File: config.mk
export PLATFORM = sky130hd
export DESIGN_NAME = instr_fetch
export DESIGN_NICKNAME = d
export VERILOG_FILES = /design/src/rtl/instr_fetch.sv
export SDC_FILE = /design/constraint.sdc
export NUM_CORES = 1
export LEC_CHECK = 0
export CORE_MARGIN = 2
export CORE_UTILIZATION = 54
export CTS_CLUSTER_DIAMETER = 80
export DETAILED_ROUTE_END_ITERATION = 10
export PLACE_DENSITY = 0.91
export SYNTH_ARGS = -nofsm -noshare
export SYNTH_HDL_FRONTEND = slang
export SYNTH_SLANG_ARGS = --single-unit
File: constraint.sdc
create_clock -name clk -period 13.8 [get_ports clk]
set_input_delay 2.76 -clock clk [delete_from_list [all_inputs] [get_ports clk]]
set_output_delay 2.76 -clock clk [all_outputs]
set_load 0.02 [all_outputs]
File: src/rtl/instr_fetch.sv
// Instruction fetch unit: issues word reads, registers the returned instruction
// for the decoder, and handles redirects, including ones that hit an outstanding read.
module instr_fetch #(
  parameter logic [31:0] RESET_PC = 32'h0000_0000
) (
  input  logic        clk,
  input  logic        rst,
  output logic        mem_req,
  output logic [31:0] mem_addr,
  input  logic        mem_ack,
  input  logic [31:0] mem_rdata,
  output logic [31:0] ir,
  output logic [31:0] ir_pc,
  output logic        ir_valid,
  input  logic        dec_ready,
  input  logic        redirect,
  input  logic [31:0] redirect_pc
);

  typedef enum logic [1:0] {FETCH, DISCARD, HOLD} state_t;

  state_t      state, state_n;
  logic [31:0] pc, pc_n;
  logic [31:0] pend, pend_n;
  logic [31:0] ir_n, ir_pc_n;
  logic        ir_valid_n;
  logic [31:0] target;

  assign target   = {redirect_pc[31:2], 2'b00};
  assign mem_req  = (state != HOLD);
  assign mem_addr = {pc[31:2], 2'b00};

  // NOTE: every next-value signal is defaulted to its current value first, so
  // no path through the case below can leave one unassigned and infer a latch.
  always_comb begin
    state_n    = state;
    pc_n       = pc;
    pend_n     = pend;
    ir_n       = ir;
    ir_pc_n    = ir_pc;
    ir_valid_n = ir_valid;
    unique case (state)
      FETCH: begin
        if (redirect && mem_ack) begin
          pc_n = target;
        end else if (redirect) begin
          // The read already on the bus must finish at its original address.
          pend_n  = target;
          state_n = DISCARD;
        end else if (mem_ack) begin
          ir_n       = mem_rdata;
          ir_pc_n    = pc;
          pc_n       = pc + 32'd4;
          ir_valid_n = 1'b1;
          state_n    = HOLD;
        end
      end
      DISCARD: begin
        if (redirect) pend_n = target;
        if (mem_ack) begin
          pc_n    = redirect ? target : pend;
          state_n = FETCH;
        end
      end
      HOLD: begin
        if (redirect) begin
          ir_valid_n = 1'b0;
          pc_n       = target;
          state_n    = FETCH;
        end else if (dec_ready) begin
          ir_valid_n = 1'b0;
          state_n    = FETCH;
        end
      end
      default: state_n = FETCH;
    endcase
  end

  // NOTE: sequential state uses non-blocking assignments so every register
  // samples the pre-edge values regardless of statement order.
  always_ff @(posedge clk or posedge rst) begin
    if (rst) begin
      state    <= FETCH;
      pc       <= RESET_PC;
      pend     <= 32'h0;
      ir       <= 32'h0;
      ir_pc    <= 32'h0;
      ir_valid <= 1'b0;
    end else begin
      state    <= state_n;
      pc       <= pc_n;
      pend     <= pend_n;
      ir       <= ir_n;
      ir_pc    <= ir_pc_n;
      ir_valid <= ir_valid_n;
    end
  end

endmodule
# Word level (Yosys, flattened, before mapping)
# Index checks and enable logic that the tools add are counted.
# totals
ff_bits	131
in_bits	69
output_inout_bits	98
wordCells	53
# op_classes
n_addsub	1
n_eq_ne	12
n_mux	22
n_bitwise	2
reduce_logical	10
# ops
cell	count
$mux W32	7
$pmux W32 S3	1
$pmux W32 S2	1
$add A32 B3 Y32 const B	1
$mux W2	6
$ne A2 B2 Y1 const B	6
$ne A3 B3 Y1 const B	4
$reduce_and A5 Y1	2
$reduce_and A4 Y1	2
$pmux W2 S3	1
$mux W1	5
$reduce_bool A2 Y1	2
$reduce_bool A3 Y1	1
$eq A2 B1 Y1 const B	1
$eq A2 B2 Y1 const B	1
$logic_not A2 Y1	1
$not A1 Y1	2
$pmux W1 S2	1
$reduce_and A2 Y1	1
$logic_and A1 B1 Y1	1

# Logic depth before layout (Yosys ltp)
# logic_depth
depth_word	5
ltp_mapped	10
depth_no_buf	7

# Least setup slack after synthesis
# OpenSTA, ideal clock, no wires.
# synth_path
path_kind	input port to flip-flop
startpoint	input port redirect
endpoint	register pc[20]
setup_ns	0.126
arrival_time_ns	3.984
required_ns	13.674
slack_ns	9.690
cell_stages	7
path_buffers	2
cell_sequence	buf_4 > a21o_1 > and2_1 > buf_6 > a22o_1 > o31a_1 > o32a_1
# synth_via
elab_chain_cells	3
word_cells_on_any_way	9
# synth_lines
item	line	source
start: declaration	16	input logic redirect,
$mux W32 / $logic_and A1 B1 Y1 (equally long branches)	-	
$mux W32 (tied with other cells)	60	if (mem_ack) begin
$pmux W32 S3 / $reduce_and A5 Y1 (equally long branches)	-	
end signal: assignment	91	pc <= pc_n;
end: declaration	23	logic [31:0] pc, pc_n;
# Several ways; a longest one is shown, not always the timed one. The select of a mux whose other input is x is not followed.
# A chain may end at the register's enable or synchronous reset.

# Worst setup path after layout
# layout_path
startpoint	input port redirect
endpoint	register pc[12]
# Same word-level chain as after synthesis.

==> implementation parameters <==
Parameter                              Value

Power
  Pwr per Cell Area ... 268.9 nW/um^2
  Max rail drop VDD ... 0.1804 mV
  Post-layout total power ... 2.332 mW
  Static Leakage ... 3.630 nW

Critical path
  Slowest library cell on the worst path ... sky130_fd_sc_hd__clkdlybuf4s50_1
  Category of the worst setup path capture point ... flop
  Family of cells with the greatest summed delay on the critical path ... simple AND/OR/NAND/NOR gates
  Max FO, Critical Path ... 44
  Crit path required time ... 14.15 ns
  Crit start category ... primary input
  Number of cells traversed by the worst register-to-register path ... 8
  Data arrival time of the critical path ... 5.47 ns
  Most Frequent Cell on Critical Path ... sky130_fd_sc_hd__nand2_1
  Cell-by-cell trace of the critical path ... clkdlybuf4s50_1 > nand2_1 > buf_4 > nand2_1 > or4_1 > nand3_1 > a22o_1
  Logic depth of the worst setup path including buffers ... 7
  Crit path kind ... primary input to flop
  Count of buffer and inverter cells on the critical path ... 2
  Delay of the slowest cell on the worst path ... 0.79 ns

Timing
  Final critical-path required period ... 5.120 ns
  Actual transition at the worst max-transition pin ... 1.021 ns
  Final setup vio count ... 0
  Final TNS setup ... 0 ns
  Final period utilization ... 0.3710
  Worst setup skew after layout ... 0.007841 ns
  Final hold violation count ... 0
  Final setup margin ... 8.680 ns
  Worst max-slew margin expressed relative to the limit ... 0.3191
  Unrepaired setup endpoints after global routing ... false
  Fmax ... 195.3 MHz
  Slew Limit Fails ... 0

Global route
  Vias in the first global route ... 5509
  Global routing usage summed across all routing layers ... 0.2719
  Maximum number of pins on one net before global-route repair ... 70
  Final global-route overflow total ... 0
  Number of antenna violations at the first check in global routing ... 0
  Wire length of the first global-routing pass ... 28.08 mm

Yosys
  Post-synthesis async set-or-reset flop share ... 1.000
  Predominant post-synthesis flop cell ... sky130_fd_sc_hd__dfrtp_1
  Count of different cell masters after synthesis ... 64
  Portion of synthesized cell area occupied by the leading cell type ... 0.4922
  Area of the mapped netlist ... 6660 sq um
  EDFF count, synth ... 0
  Sequential element share of the synthesized area ... 0.4922
  Yosys warning total ... 0
  Biggest area contributors in the synthesized netlist ... sky130_fd_sc_hd__dfrtp_1 (49%), sky130_fd_sc_hd__mux2_2 (15%), sky130_fd_sc_hd__buf_4 (3.9%)
  Number of synthesized register bits ... 131
  Cell type contributing the most total cell area after synthesis ... sky130_fd_sc_hd__dfrtp_1
  Post-Syn Instances ... 599
  Average footprint of a synthesized cell ... 11.12 sq um

Drt
  First-pass DRT Iterations ... 5
  Routed Wire Length ... 17.89 mm
  Average wire per cell in the routed design ... 20.52 um
  Per-cell via count in the routed design ... 6.404
  Via total after detailed routing ... 5584
  Number of DRC markers in iteration 0 ... 594
  Drt drc ... 0
  Post-route antenna net violation count ... 0

Clock network
  Maximum count of clock buffers along a single path ... 2
  Cell at the root of the clock tree ... sky130_fd_sc_hd__clkbuf_16
  Worst-path clk slew ... 0.06 ns
  CTS tree ... done
  Source-to-sink clock delay at the later pin of the worst-skew pair ... 0.42 ns
  Count of hold buffers inserted by post-cts repair ... 0
  Clock sink count ... 131
  Number of gates given a new drive strength after cts ... 0
  Clock buffer count from CTS ... 17
  Number of H-tree levels ... 4
  Post-CTS setup buffers ... 0

Placement
  Routability-driven placement congestion ratio ... 0.8306
  Total cell area at the placement stage ... 8066 sq um
  Sum of net half-perimeters after detailed placement ... 11.34 mm
  DP Cell Count ... 842
  Post-Place Setup Slack ... 8.374 ns
  Count of buffers inserted at the top-level ports ... 162

Die
  Die Wd ... 115.1 um
  FP Rows ... 40
  Chip height ... 115.1 um
  Number of primary I/O pins ... 167
  Die Outline Area ... 13240 sq um
  Initial core utilization ... 0.5545
  Core box area ... 12010 sq um

Min path
  Hold Path Stages ... 2
  Class of the most critical hold timing path ... flop to flop

Status
  Status ... completed

Final layout
  Non-filler instance count after layout ... 872
  Fraction of layout cells with a size suffix above 1 ... 0.1862
  Non-Filler Cell Area, Final ... 8672 sq um
  Area Growth Syn to Fin ... 30.21%
  Commonest non-fill, non-tap cells in the layout ... sky130_fd_sc_hd__clkdlybuf4s50_1 (162), sky130_fd_sc_hd__dfrtp_1 (131), sky130_fd_sc_hd__mux2_2 (89)
  Most common library cell in the layout ignoring fill and taps ... sky130_fd_sc_hd__clkdlybuf4s50_1
  Nets ... 787
  Antenna diode instance count ... 0

Job
  Number of violations of the max-capacitance limit ... 0
## Yosys cell counts, types with 5 or more instances
cell type,count
sky130_fd_sc_hd__a22o_1,11
sky130_fd_sc_hd__clkbuf_1,12
sky130_fd_sc_hd__nand3_1,15
sky130_fd_sc_hd__inv_1,13
sky130_fd_sc_hd__nand4_1,6
sky130_fd_sc_hd__nor3_1,8
sky130_fd_sc_hd__buf_2,19
sky130_fd_sc_hd__a21oi_1,23
sky130_fd_sc_hd__dfrtp_1,131
sky130_fd_sc_hd__nand2_1,30
sky130_fd_sc_hd__and3_1,11
sky130_fd_sc_hd__a221oi_1,12
sky130_fd_sc_hd__nor2_1,25
sky130_fd_sc_hd__a22oi_1,8
sky130_fd_sc_hd__mux2_2,89
sky130_fd_sc_hd__o21ai_1,19
sky130_fd_sc_hd__a211oi_1,5
sky130_fd_sc_hd__and2_1,5
sky130_fd_sc_hd__a2bb2oi_1,5
sky130_fd_sc_hd__buf_4,35
sky130_fd_sc_hd__a31oi_1,17
sky130_fd_sc_hd__o21ai_0,32
## final timing paths
| check | from | to | slack [ns] |
|---|---|---|---|
| worst max-delay path | redirect | pc[12]$_DFFE_PP0P_ | 8.68 |
| worst min-delay path | ir_pc[29]$_DFFE_PP0P_ | ir_pc[29]$_DFFE_PP0P_ | 0.48 |
| worst max register to register | state[0]$_DFFE_PP0P_ | pc[25]$_DFFE_PP0P_ | 10.14 |
| worst min register to register | ir_pc[29]$_DFFE_PP0P_ | ir_pc[29]$_DFFE_PP0P_ | 0.48 |
| max in group asynchronous | rst | pend[30]$_DFFE_PP0P_ | 9.55 |
| min in group asynchronous | rst | ir[12]$_DFFE_PP0P_ | 2.86 |
## metrics by stage
step,utilization,hold slack [ns]
6_report,0.7220,0.4821
2_1_floorplan,-,0.4532
3_3_place_gp,0.6716,0.4661
3_5_place_dp,0.6716,0.4744
5_1_grt,0.7220,0.5100
4_1_cts,0.7220,0.4866
## worst reg2reg max path, cell delays in order, from the launching register on
cell and delay (ns):
sky130_fd_sc_hd__dfrtp_1 0.44, sky130_fd_sc_hd__inv_1 0.11, sky130_fd_sc_hd__ha_1 0.78, sky130_fd_sc_hd__inv_1 0.64
sky130_fd_sc_hd__nor3_4 0.68, sky130_fd_sc_hd__buf_4 0.36, sky130_fd_sc_hd__a22oi_1 0.16, sky130_fd_sc_hd__a31oi_1 0.27
sky130_fd_sc_hd__o22a_1 0.16
## power breakdown
group	switching [mW]	internal, mW
Clock	0.162	0.304
Combinational	0.620	0.532
Sequential	0.148	0.567
Total	0.929	1.40
## final cells by class
| type | instances | area, sq um |
|---|---|---|
| repair buffers | 167 | 1659 |
| clock buffers | 20 | 446.7 |
| clock inverters | 10 | 158.9 |
| well taps | 147 | 183.9 |
| fillers | 774 | 3339 |
| multi-input cells | 383 | 2890 |
| flip-flops and latches | 131 | 3278 |
| inverters | 14 | 55.05 |
## sequential cells by signal, indices dropped and copies added, names as in the netlist
| register | count |
|---|---|
| pc | 32 |
| ir_pc | 32 |
| pend | 32 |
| state | 2 |
| ir_valid | 1 |
| ir | 32 |
## cell families after synthesis
kind of cell,Yosys count,synth area share
flops,131,0.4922
mux,95,0.1599
xor+xnor,4,0.005261
fa+ha+maj,4,0.007515
buf+inv,86,0.07627
compound gates,161,0.1631
other cells,1,0.0005631
simple gates,117,0.09525
## metal layers
metal  up-vias  part of all wire  global-route usage
met5         -                 0                   0
met4         0             0.037              0.1373
met3        91              0.10             0.06378
met2       411              0.47              0.4333
met1      2664              0.39              0.3501
li1       2418                 -                   -
(Power assumes the default switching activity.)
